$ cat config.mk
export PLATFORM = sky130hd
export DESIGN_NAME = mshr_ctrl
export DESIGN_NICKNAME = d
export VERILOG_FILES = /design/src/rtl/mshr_ctrl.sv
export SDC_FILE = /design/constraint.sdc
export NUM_CORES = 1
export LEC_CHECK = 0
export BUFFER_PORTS_ARGS = -buffer_cell sky130_fd_sc_hd__buf_2
export CORE_MARGIN = 3
export CORE_UTILIZATION = 49
export DETAILED_ROUTE_END_ITERATION = 6
export GPL_TIMING_DRIVEN = 1
export PLACE_DENSITY = 0.79
export SYNTH_ARGS = -nofsm -noshare
export SYNTH_HDL_FRONTEND = slang
export SYNTH_SLANG_ARGS = --single-unit
export TNS_END_PERCENT = 100
$ cat constraint.sdc
create_clock -name clk -period 29.8 [get_ports clk]
set_clock_uncertainty 0.2 [all_clocks]
set_input_delay 2.98 -clock clk [delete_from_list [all_inputs] [get_ports clk]]
set_output_delay 2.98 -clock clk [all_outputs]
set_load 0.1 [all_outputs]
$ cat src/rtl/mshr_ctrl.sv
// MEM-stage memory controller: hit/miss/stall classification, in-order MSHR, 1-entry store buffer.
// Optional event counters are built when MSHR_PERF_EN is defined.
module mshr_ctrl #(
    parameter int DEPTH = 4
) (
    input  logic        clk,
    input  logic        rst,
    input  logic        mmio_req,
    input  logic        mmio_lw,
    input  logic [31:0] mmio_addr,
    input  logic [31:0] mmio_data_write,
    input  logic [4:0]  mmio_regD,
    output logic [31:0] mmio_data_read,
    output logic        hit_ack,
    output logic        miss_store,
    output logic        passive_stall,
    output logic        load_done_stall,
    output logic [4:0]  regD_done,
    output logic [31:0] cl_addr,
    input  logic        cl_hit,
    input  logic [31:0] cl_data,
    output logic        cf_valid,
    output logic [31:0] cf_addr,
    output logic [31:0] cf_data,
    output logic        mem_req_valid,
    output logic        mem_req_we,
    output logic [31:0] mem_req_addr,
    output logic [31:0] mem_req_wdata,
    input  logic        mem_req_ready,
    input  logic        mem_rsp_valid,
    input  logic [31:0] mem_rsp_data,
    output logic [31:0] perf_hit,
    output logic [31:0] perf_miss,
    output logic [31:0] perf_stall
);

    localparam int PW = (DEPTH > 1) ? $clog2(DEPTH) : 1;
    localparam int CW = $clog2(DEPTH + 1);
    localparam logic [PW-1:0] LAST_IDX = PW'(DEPTH - 1);
    localparam logic [CW-1:0] FULL_CNT = CW'(DEPTH);

    typedef enum logic [1:0] {R_IDLE, R_REQ, R_WAIT} r_state_e;

    function automatic logic [PW-1:0] ptr_inc(input logic [PW-1:0] p);
        return (p == LAST_IDX) ? '0 : p + 1'b1;
    endfunction

    logic [31:0]      ent_addr_q [DEPTH];
    logic [31:0]      ent_addr_d [DEPTH];
    logic [31:0]      ent_data_q [DEPTH];
    logic [31:0]      ent_data_d [DEPTH];
    logic [4:0]       ent_rd_q   [DEPTH];
    logic [4:0]       ent_rd_d   [DEPTH];
    logic [DEPTH-1:0] ent_vld_q, ent_vld_d;
    logic [DEPTH-1:0] ent_iss_q, ent_iss_d;
    logic [DEPTH-1:0] ent_done_q, ent_done_d;
    logic [PW-1:0]    head_q, head_d, tail_q, tail_d, iss_ptr_q, iss_ptr_d, r_idx_q, r_idx_d;
    logic [CW-1:0]    count_q, count_d;

    logic        wb_valid_q, wb_valid_d;
    logic [31:0] wb_addr_q, wb_addr_d, wb_data_q, wb_data_d;

    r_state_e    r_state_q, r_state_d;

    logic        hit_ack_q, hit_ack_d, miss_store_q, miss_store_d;
    logic        passive_stall_q, passive_stall_d, load_done_stall_q, load_done_stall_d;
    logic [31:0] data_read_q, data_read_d;
    logic [4:0]  regd_done_q, regd_done_d;
    logic        cf_valid_q, cf_valid_d;
    logic [31:0] cf_addr_q, cf_addr_d, cf_data_q, cf_data_d;

    logic complete_now, req_live, mshr_full, mshr_empty;
    logic load_hit, do_push, load_stall, store_ok, store_stall;
    logic rd_cand, rd_accept, rd_capture;

    // A completing head entry owns the response slot; a request arriving the same cycle is dropped.
    always_comb begin
        complete_now = ent_vld_q[head_q] && ent_done_q[head_q];
        req_live     = mmio_req && !complete_now;
        mshr_full    = (count_q == FULL_CNT);
        mshr_empty   = (count_q == '0);
        load_hit     = req_live && mmio_lw && cl_hit;
        do_push      = req_live && mmio_lw && !cl_hit && !mshr_full;
        load_stall   = req_live && mmio_lw && !cl_hit && mshr_full;
        store_ok     = req_live && !mmio_lw && mshr_empty && !wb_valid_q;
        store_stall  = req_live && !mmio_lw && !(mshr_empty && !wb_valid_q);
        rd_cand      = ent_vld_q[iss_ptr_q] && !ent_iss_q[iss_ptr_q] && !wb_valid_q;
    end

    always_ff @(posedge clk or posedge rst) begin
        if (rst) begin
            r_state_q <= R_IDLE;
        end else begin
            r_state_q <= r_state_d;
        end
    end

    always_comb begin
        r_state_d  = r_state_q;
        rd_accept  = 1'b0;
        rd_capture = 1'b0;
        case (r_state_q)
            R_IDLE: begin
                if (rd_cand) begin
                    if (mem_req_ready) begin
                        rd_accept = 1'b1;
                        r_state_d = R_WAIT;
                    end else begin
                        r_state_d = R_REQ;
                    end
                end
            end
            R_REQ: begin
                if (mem_req_ready && !wb_valid_q) begin
                    rd_accept = 1'b1;
                    r_state_d = R_WAIT;
                end
            end
            R_WAIT: begin
                if (mem_rsp_valid) begin
                    rd_capture = 1'b1;
                    r_state_d  = R_IDLE;
                end
            end
            default: r_state_d = R_IDLE;
        endcase
    end

    // The write buffer always wins the memory port; reads present the oldest un-issued entry.
    always_comb begin
        mem_req_valid = 1'b0;
        mem_req_we    = 1'b0;
        mem_req_addr  = '0;
        mem_req_wdata = '0;
        if (wb_valid_q) begin
            mem_req_valid = 1'b1;
            mem_req_we    = 1'b1;
            mem_req_addr  = wb_addr_q;
            mem_req_wdata = wb_data_q;
        end else if ((r_state_q == R_IDLE && rd_cand) || r_state_q == R_REQ) begin
            mem_req_valid = 1'b1;
            mem_req_addr  = ent_addr_q[iss_ptr_q];
        end
    end

    always_comb begin
        ent_addr_d = ent_addr_q;
        ent_data_d = ent_data_q;
        ent_rd_d   = ent_rd_q;
        ent_vld_d  = ent_vld_q;
        ent_iss_d  = ent_iss_q;
        ent_done_d = ent_done_q;
        head_d     = head_q;
        tail_d     = tail_q;
        iss_ptr_d  = iss_ptr_q;
        r_idx_d    = r_idx_q;
        count_d    = count_q;
        wb_valid_d = wb_valid_q;
        wb_addr_d  = wb_addr_q;
        wb_data_d  = wb_data_q;

        if (rd_accept) begin
            ent_iss_d[iss_ptr_q] = 1'b1;
            r_idx_d              = iss_ptr_q;
            iss_ptr_d            = ptr_inc(iss_ptr_q);
        end
        if (rd_capture) begin
            ent_data_d[r_idx_q] = mem_rsp_data;
            ent_done_d[r_idx_q] = 1'b1;
        end
        if (complete_now) begin
            ent_vld_d[head_q]  = 1'b0;
            ent_done_d[head_q] = 1'b0;
            head_d             = ptr_inc(head_q);
        end
        if (do_push) begin
            ent_addr_d[tail_q] = mmio_addr;
            ent_rd_d[tail_q]   = mmio_regD;
            ent_vld_d[tail_q]  = 1'b1;
            ent_iss_d[tail_q]  = 1'b0;
            ent_done_d[tail_q] = 1'b0;
            tail_d             = ptr_inc(tail_q);
        end
        case ({do_push, complete_now})
            2'b10:   count_d = count_q + 1'b1;
            2'b01:   count_d = count_q - 1'b1;
            default: count_d = count_q;
        endcase

        if (store_ok) begin
            wb_valid_d = 1'b1;
            wb_addr_d  = mmio_addr;
            wb_data_d  = mmio_data_write;
        end else if (wb_valid_q && mem_req_ready) begin
            wb_valid_d = 1'b0;
        end
    end

    always_comb begin
        hit_ack_d         = load_hit || store_ok;
        miss_store_d      = do_push;
        passive_stall_d   = load_stall || store_stall;
        load_done_stall_d = complete_now;
        data_read_d       = '0;
        regd_done_d       = '0;
        cf_valid_d        = 1'b0;
        cf_addr_d         = '0;
        cf_data_d         = '0;
        if (complete_now) begin
            data_read_d = ent_data_q[head_q];
            regd_done_d = ent_rd_q[head_q];
            cf_valid_d  = 1'b1;
            cf_addr_d   = ent_addr_q[head_q];
            cf_data_d   = ent_data_q[head_q];
        end else if (load_hit) begin
            data_read_d = cl_data;
        end else if (store_ok && cl_hit) begin
            cf_valid_d = 1'b1;
            cf_addr_d  = mmio_addr;
            cf_data_d  = mmio_data_write;
        end
    end

    always_ff @(posedge clk or posedge rst) begin
        if (rst) begin
            for (int i = 0; i < DEPTH; i++) begin
                ent_addr_q[i] <= '0;
                ent_data_q[i] <= '0;
                ent_rd_q[i]   <= '0;
            end
            ent_vld_q         <= '0;
            ent_iss_q         <= '0;
            ent_done_q        <= '0;
            head_q            <= '0;
            tail_q            <= '0;
            iss_ptr_q         <= '0;
            r_idx_q           <= '0;
            count_q           <= '0;
            wb_valid_q        <= 1'b0;
            wb_addr_q         <= '0;
            wb_data_q         <= '0;
            hit_ack_q         <= 1'b0;
            miss_store_q      <= 1'b0;
            passive_stall_q   <= 1'b0;
            load_done_stall_q <= 1'b0;
            data_read_q       <= '0;
            regd_done_q       <= '0;
            cf_valid_q        <= 1'b0;
            cf_addr_q         <= '0;
            cf_data_q         <= '0;
        end else begin
            ent_addr_q        <= ent_addr_d;
            ent_data_q        <= ent_data_d;
            ent_rd_q          <= ent_rd_d;
            ent_vld_q         <= ent_vld_d;
            ent_iss_q         <= ent_iss_d;
            ent_done_q        <= ent_done_d;
            head_q            <= head_d;
            tail_q            <= tail_d;
            iss_ptr_q         <= iss_ptr_d;
            r_idx_q           <= r_idx_d;
            count_q           <= count_d;
            wb_valid_q        <= wb_valid_d;
            wb_addr_q         <= wb_addr_d;
            wb_data_q         <= wb_data_d;
            hit_ack_q         <= hit_ack_d;
            miss_store_q      <= miss_store_d;
            passive_stall_q   <= passive_stall_d;
            load_done_stall_q <= load_done_stall_d;
            data_read_q       <= data_read_d;
            regd_done_q       <= regd_done_d;
            cf_valid_q        <= cf_valid_d;
            cf_addr_q         <= cf_addr_d;
            cf_data_q         <= cf_data_d;
        end
    end

    assign cl_addr         = mmio_addr;
    assign hit_ack         = hit_ack_q;
    assign miss_store      = miss_store_q;
    assign passive_stall   = passive_stall_q;
    assign load_done_stall = load_done_stall_q;
    assign mmio_data_read  = data_read_q;
    assign regD_done       = regd_done_q;
    assign cf_valid        = cf_valid_q;
    assign cf_addr         = cf_addr_q;
    assign cf_data         = cf_data_q;

`ifdef MSHR_PERF_EN
    logic [31:0] perf_hit_q, perf_hit_d, perf_miss_q, perf_miss_d, perf_stall_q, perf_stall_d;

    // Counters saturate rather than wrap so long runs never read back as small values.
    always_comb begin
        perf_hit_d   = perf_hit_q;
        perf_miss_d  = perf_miss_q;
        perf_stall_d = perf_stall_q;
        if (hit_ack_d && perf_hit_q != 32'hFFFF_FFFF) perf_hit_d = perf_hit_q + 1'b1;
        if (miss_store_d && perf_miss_q != 32'hFFFF_FFFF) perf_miss_d = perf_miss_q + 1'b1;
        if (passive_stall_d && perf_stall_q != 32'hFFFF_FFFF) perf_stall_d = perf_stall_q + 1'b1;
    end

    always_ff @(posedge clk or posedge rst) begin
        if (rst) begin
            perf_hit_q   <= '0;
            perf_miss_q  <= '0;
            perf_stall_q <= '0;
        end else begin
            perf_hit_q   <= perf_hit_d;
            perf_miss_q  <= perf_miss_d;
            perf_stall_q <= perf_stall_d;
        end
    end

    assign perf_hit   = perf_hit_q;
    assign perf_miss  = perf_miss_q;
    assign perf_stall = perf_stall_q;
`else
    assign perf_hit   = '0;
    assign perf_miss  = '0;
    assign perf_stall = '0;
`endif

endmodule

==> load_flow_metrics.sql <==
INSERT INTO impl_metrics (metric_group, metric, value, unit) VALUES
('timing', 'worst_slack', '23.00', 'ns'),
('detailed_routing', 'wire_per_inst', '21.8', 'µm'),
('status', 'run_status', 'finished clean', ''),
('die', 'die_height', '217', 'µm'),
('detailed_routing', 'remaining_drc_errors', '0', ''),
('synthesis', 'async_flop_share', '1.00', ''),
('synthesis', 'synth_top_area_share', '0.542', ''),
('detailed_routing', 'dr_iter_0_viols', '823', ''),
('synthesis', 'yosys_most_used_dff', 'dfrtp_1', ''),
('cts', 'worst_setup_hold_path_clk_slew', '0.06', 'ns'),
('critical_path', 'timing.critical_path.from_type', 'input pin', ''),
('flow_run', 'cap_viol_max_count', '0', ''),
('critical_path', 'timing.critical_path.depth', '2', ''),
('cts', 'postCtsResizedCells', '0', ''),
('die', 'die_area', '0.0470', 'mm²'),
('global_route', 'global_route.usage.total', '0.220', ''),
('synthesis', 'yosysMostFrequentCell', 'dfrtp_1', ''),
('synthesis', 'yosysTopAreaCell', 'dfrtp_1', ''),
('global_route', 'first_global_vias', '14400', ''),
('global_route', 'grt.overflow.total', '0', ''),
('placed_design', 'placedInstanceArea', '0.0234', 'mm²'),
('synthesis', 'synth_cell_types', '52', ''),
('timing', 'max-slew-margin-rel', '0.169', ''),
('global_route', 'global_route_wire_length_before_repair', '82000', 'µm'),
('critical_path', 'worst_setup_path_end_kind', 'primary output', ''),
('critical_path', 'critical_path.n_buffers_inverters', '2', ''),
('synthesis', 'synth_common_cells', 'dfrtp_1, mux2_1, buf_4', ''),
('synthesis', 'yosys_warnings', '0', ''),
('critical_path', 'regToRegSetupSlack', '24.51', 'ns'),
('synthesis', 'synth_simple_gate_area_frac', '0.0346', ''),
('timing', 'setup-tns-final', '0', 'ns'),
('placed_design', 'hpwl', '32200', 'µm'),
('global_route', 'grt_max_degree', '184', ''),
('pwr', 'peak_ir_drop_on_the_vdd_network', '99.4', 'µV'),
('critical_path', 'critical-path-max-stage-delay', '0.48', 'ns'),
('timing', 'setup_repair_after_global_routing_missed_its_margin', 'false', ''),
('critical_path', 'critPathTopFamily', 'buffers and inverters', ''),
('synthesis', 'ys_seq_elements', '472', ''),
('synthesis', 'synth.cell_area', '0.0218', 'mm²'),
('timing', 'post-route-period-util', '0.228', ''),
('detailed_routing', 'drtAntennaViolNets', '0', ''),
('cts', 'cts_post_setup_buffers_inserted', '0', ''),
('critical_path', 'timing_worst_setup_path_type', 'in -> out', ''),
('placed_design', 'place_worst_setup_slack', '22.99', 'ns'),
('detailed_routing', 'dr.pass1.iters', '4', ''),
('critical_path', 'crit_chain', 'buf_2 -> buf_2', ''),
('die', 'initial_util', '0.501', ''),
('critical_path', 'critical-path-top-cell-by-count', 'buf_2', ''),
('global_route', 'initial_antenna_violation_count', '11', ''),
('cells_and_area', 'fillCellCount', '3410', ''),
('critical_path', 'reg2reg_from', 'head_q[0]', ''),
('critical_path', 'cp-startpoint', 'mmio_addr[31]', ''),
('cells_and_area', 'seq_area', '0.0118', 'mm²'),
('die', 'num_rows', '76', ''),
('placed_design', 'dpl.cell_count', '2286', ''),
('synthesis', 'multiplexer_fraction_of_the_synthesized_cell_area', '0.285', ''),
('cells_and_area', 'final_core_utilization', '0.577', ''),
('timing', 'report.final.setup_viol', '0', ''),
('cts', 'tritoncts_clock_tree', 'yes', ''),
('cts', 'clock_path_buffers', '3', ''),
('pwr', 'p_leak', '12.7', 'nW'),
('synthesis', 'synth_top_family_by_area', 'multiplexers', ''),
('timing', 'final_period_minus_worst_setup_slack', '6.80', 'ns'),
('detailed_routing', 'via_per_inst', '5.58', ''),
('cts', 'ctsHoldBuffers', '0', ''),
('die', 'core', '0.0435', 'mm²'),
('critical_path', 'crit_path_end', 'cl_addr[31]', ''),
('cts', 'clock_tree.htree_level_count', '2', ''),
('pwr', 'pwr_density_cell', '128', 'mW/mm²'),
('die', 'num_io_pins', '440', ''),
('synthesis', 'postSynthAreaPerCell', '14.9', 'µm²');
[state kept, by name (all words and copies together) (netlist names), 2 cells and up]
register        count
mmio_data_read     32
ent_rd_q           20
ent_vld_q           4
ent_addr_q        128
r_state_q           2
iss_ptr_q           2
cf_data            32
cf_addr            32
ent_iss_q           4
count_q             3
tail_q              2
wb_addr_q          32
ent_data_q        128
wb_data_q          32
head_q              2
ent_done_q          4
regD_done           5
r_idx_q             2
[through the flow]
stage	hold slack (ns)	power [mW]
6_report	0.278	3.21
5_1_grt	0.299	3.37
4_1_cts	0.281	3.24
3_5_place_dp	0.268	2.60
3_3_place_gp	0.259	2.55
2_1_floorplan	0.248	2.32
[cell type report]
cell class	count	share of cell area
sequential	472	0.472
multi-input combinational	846	0.354
timing repair buffer	363	0.0750
clock buffer	70	0.0578
tap	585	0.0292
clock inverter	18	0.00899
inverter	20	0.00334
antenna	2	0.000200
[logic make-up after synthesis]
family                   after synthesis
other                                  1
buffers and inverters                242
AND/OR/NAND/NOR                      125
XOR/XNOR                               3
flip-flops                           472
multiplexers                         449
AO/OA/AOI/OAI                        159
adder cells (fa/ha/maj)               14
[worst min path at each step]
stage,from,end,slack [ns],depth (start not counted)
6_report,wb_data_q[22],wb_data_q[22],0.28,1
5_1_grt,ent_data_q[89],ent_data_q[89],0.30,1
4_1_cts,wb_data_q[25],wb_data_q[25],0.28,1
3_5_place_dp,wb_data_q[25],wb_data_q[25],0.27,1
3_3_place_gp,wb_data_q[4],wb_data_q[4],0.26,1
2_1_floorplan,r_state_q[1],r_state_q[0],0.25,1
[layout by cell type (no fill, tap or decap), types with 11 or more instances in the layout]
cell type / n
dfrtp_1: 467
buf_2: 343
mux2_1: 337
mux4_2: 101
conb_1: 96
and2_1: 70
a21o_1: 66
clkbuf_16: 51
a22o_1: 32
a32o_1: 32
buf_4: 19
inv_1: 15
nand2_1: 13
ha_1: 13
clkinv_2: 11
[where the power goes]
part / internal [mW] / total [mW] / switching [mW]
sequential: 0.917 / 1.08 / 0.165
clock: 0.380 / 0.628 / 0.248
combinational: 0.458 / 1.50 / 1.04
[worst register-to-register path: cells and delay by family (launching register included)]
family	cells	cell delay [ns]
simple gates	1	1.07
mux	1	0.57
flops	1	0.85
buf+inv	4	2.19
compound gates	1	0.32
[routing by layer]
layer | GRT usage | vias to the layer above | wire length (µm)
li1 | - | 5713 | -
met1 | 0.282 | 7005 | 21100
met2 | 0.386 | 444 | 26400
met3 | 0.0452 | 87 | 3150
met4 | 0.0563 | 18 | 986
met5 | 0 | - | 122
No activity file was read; power rests on OpenSTA's default activity.
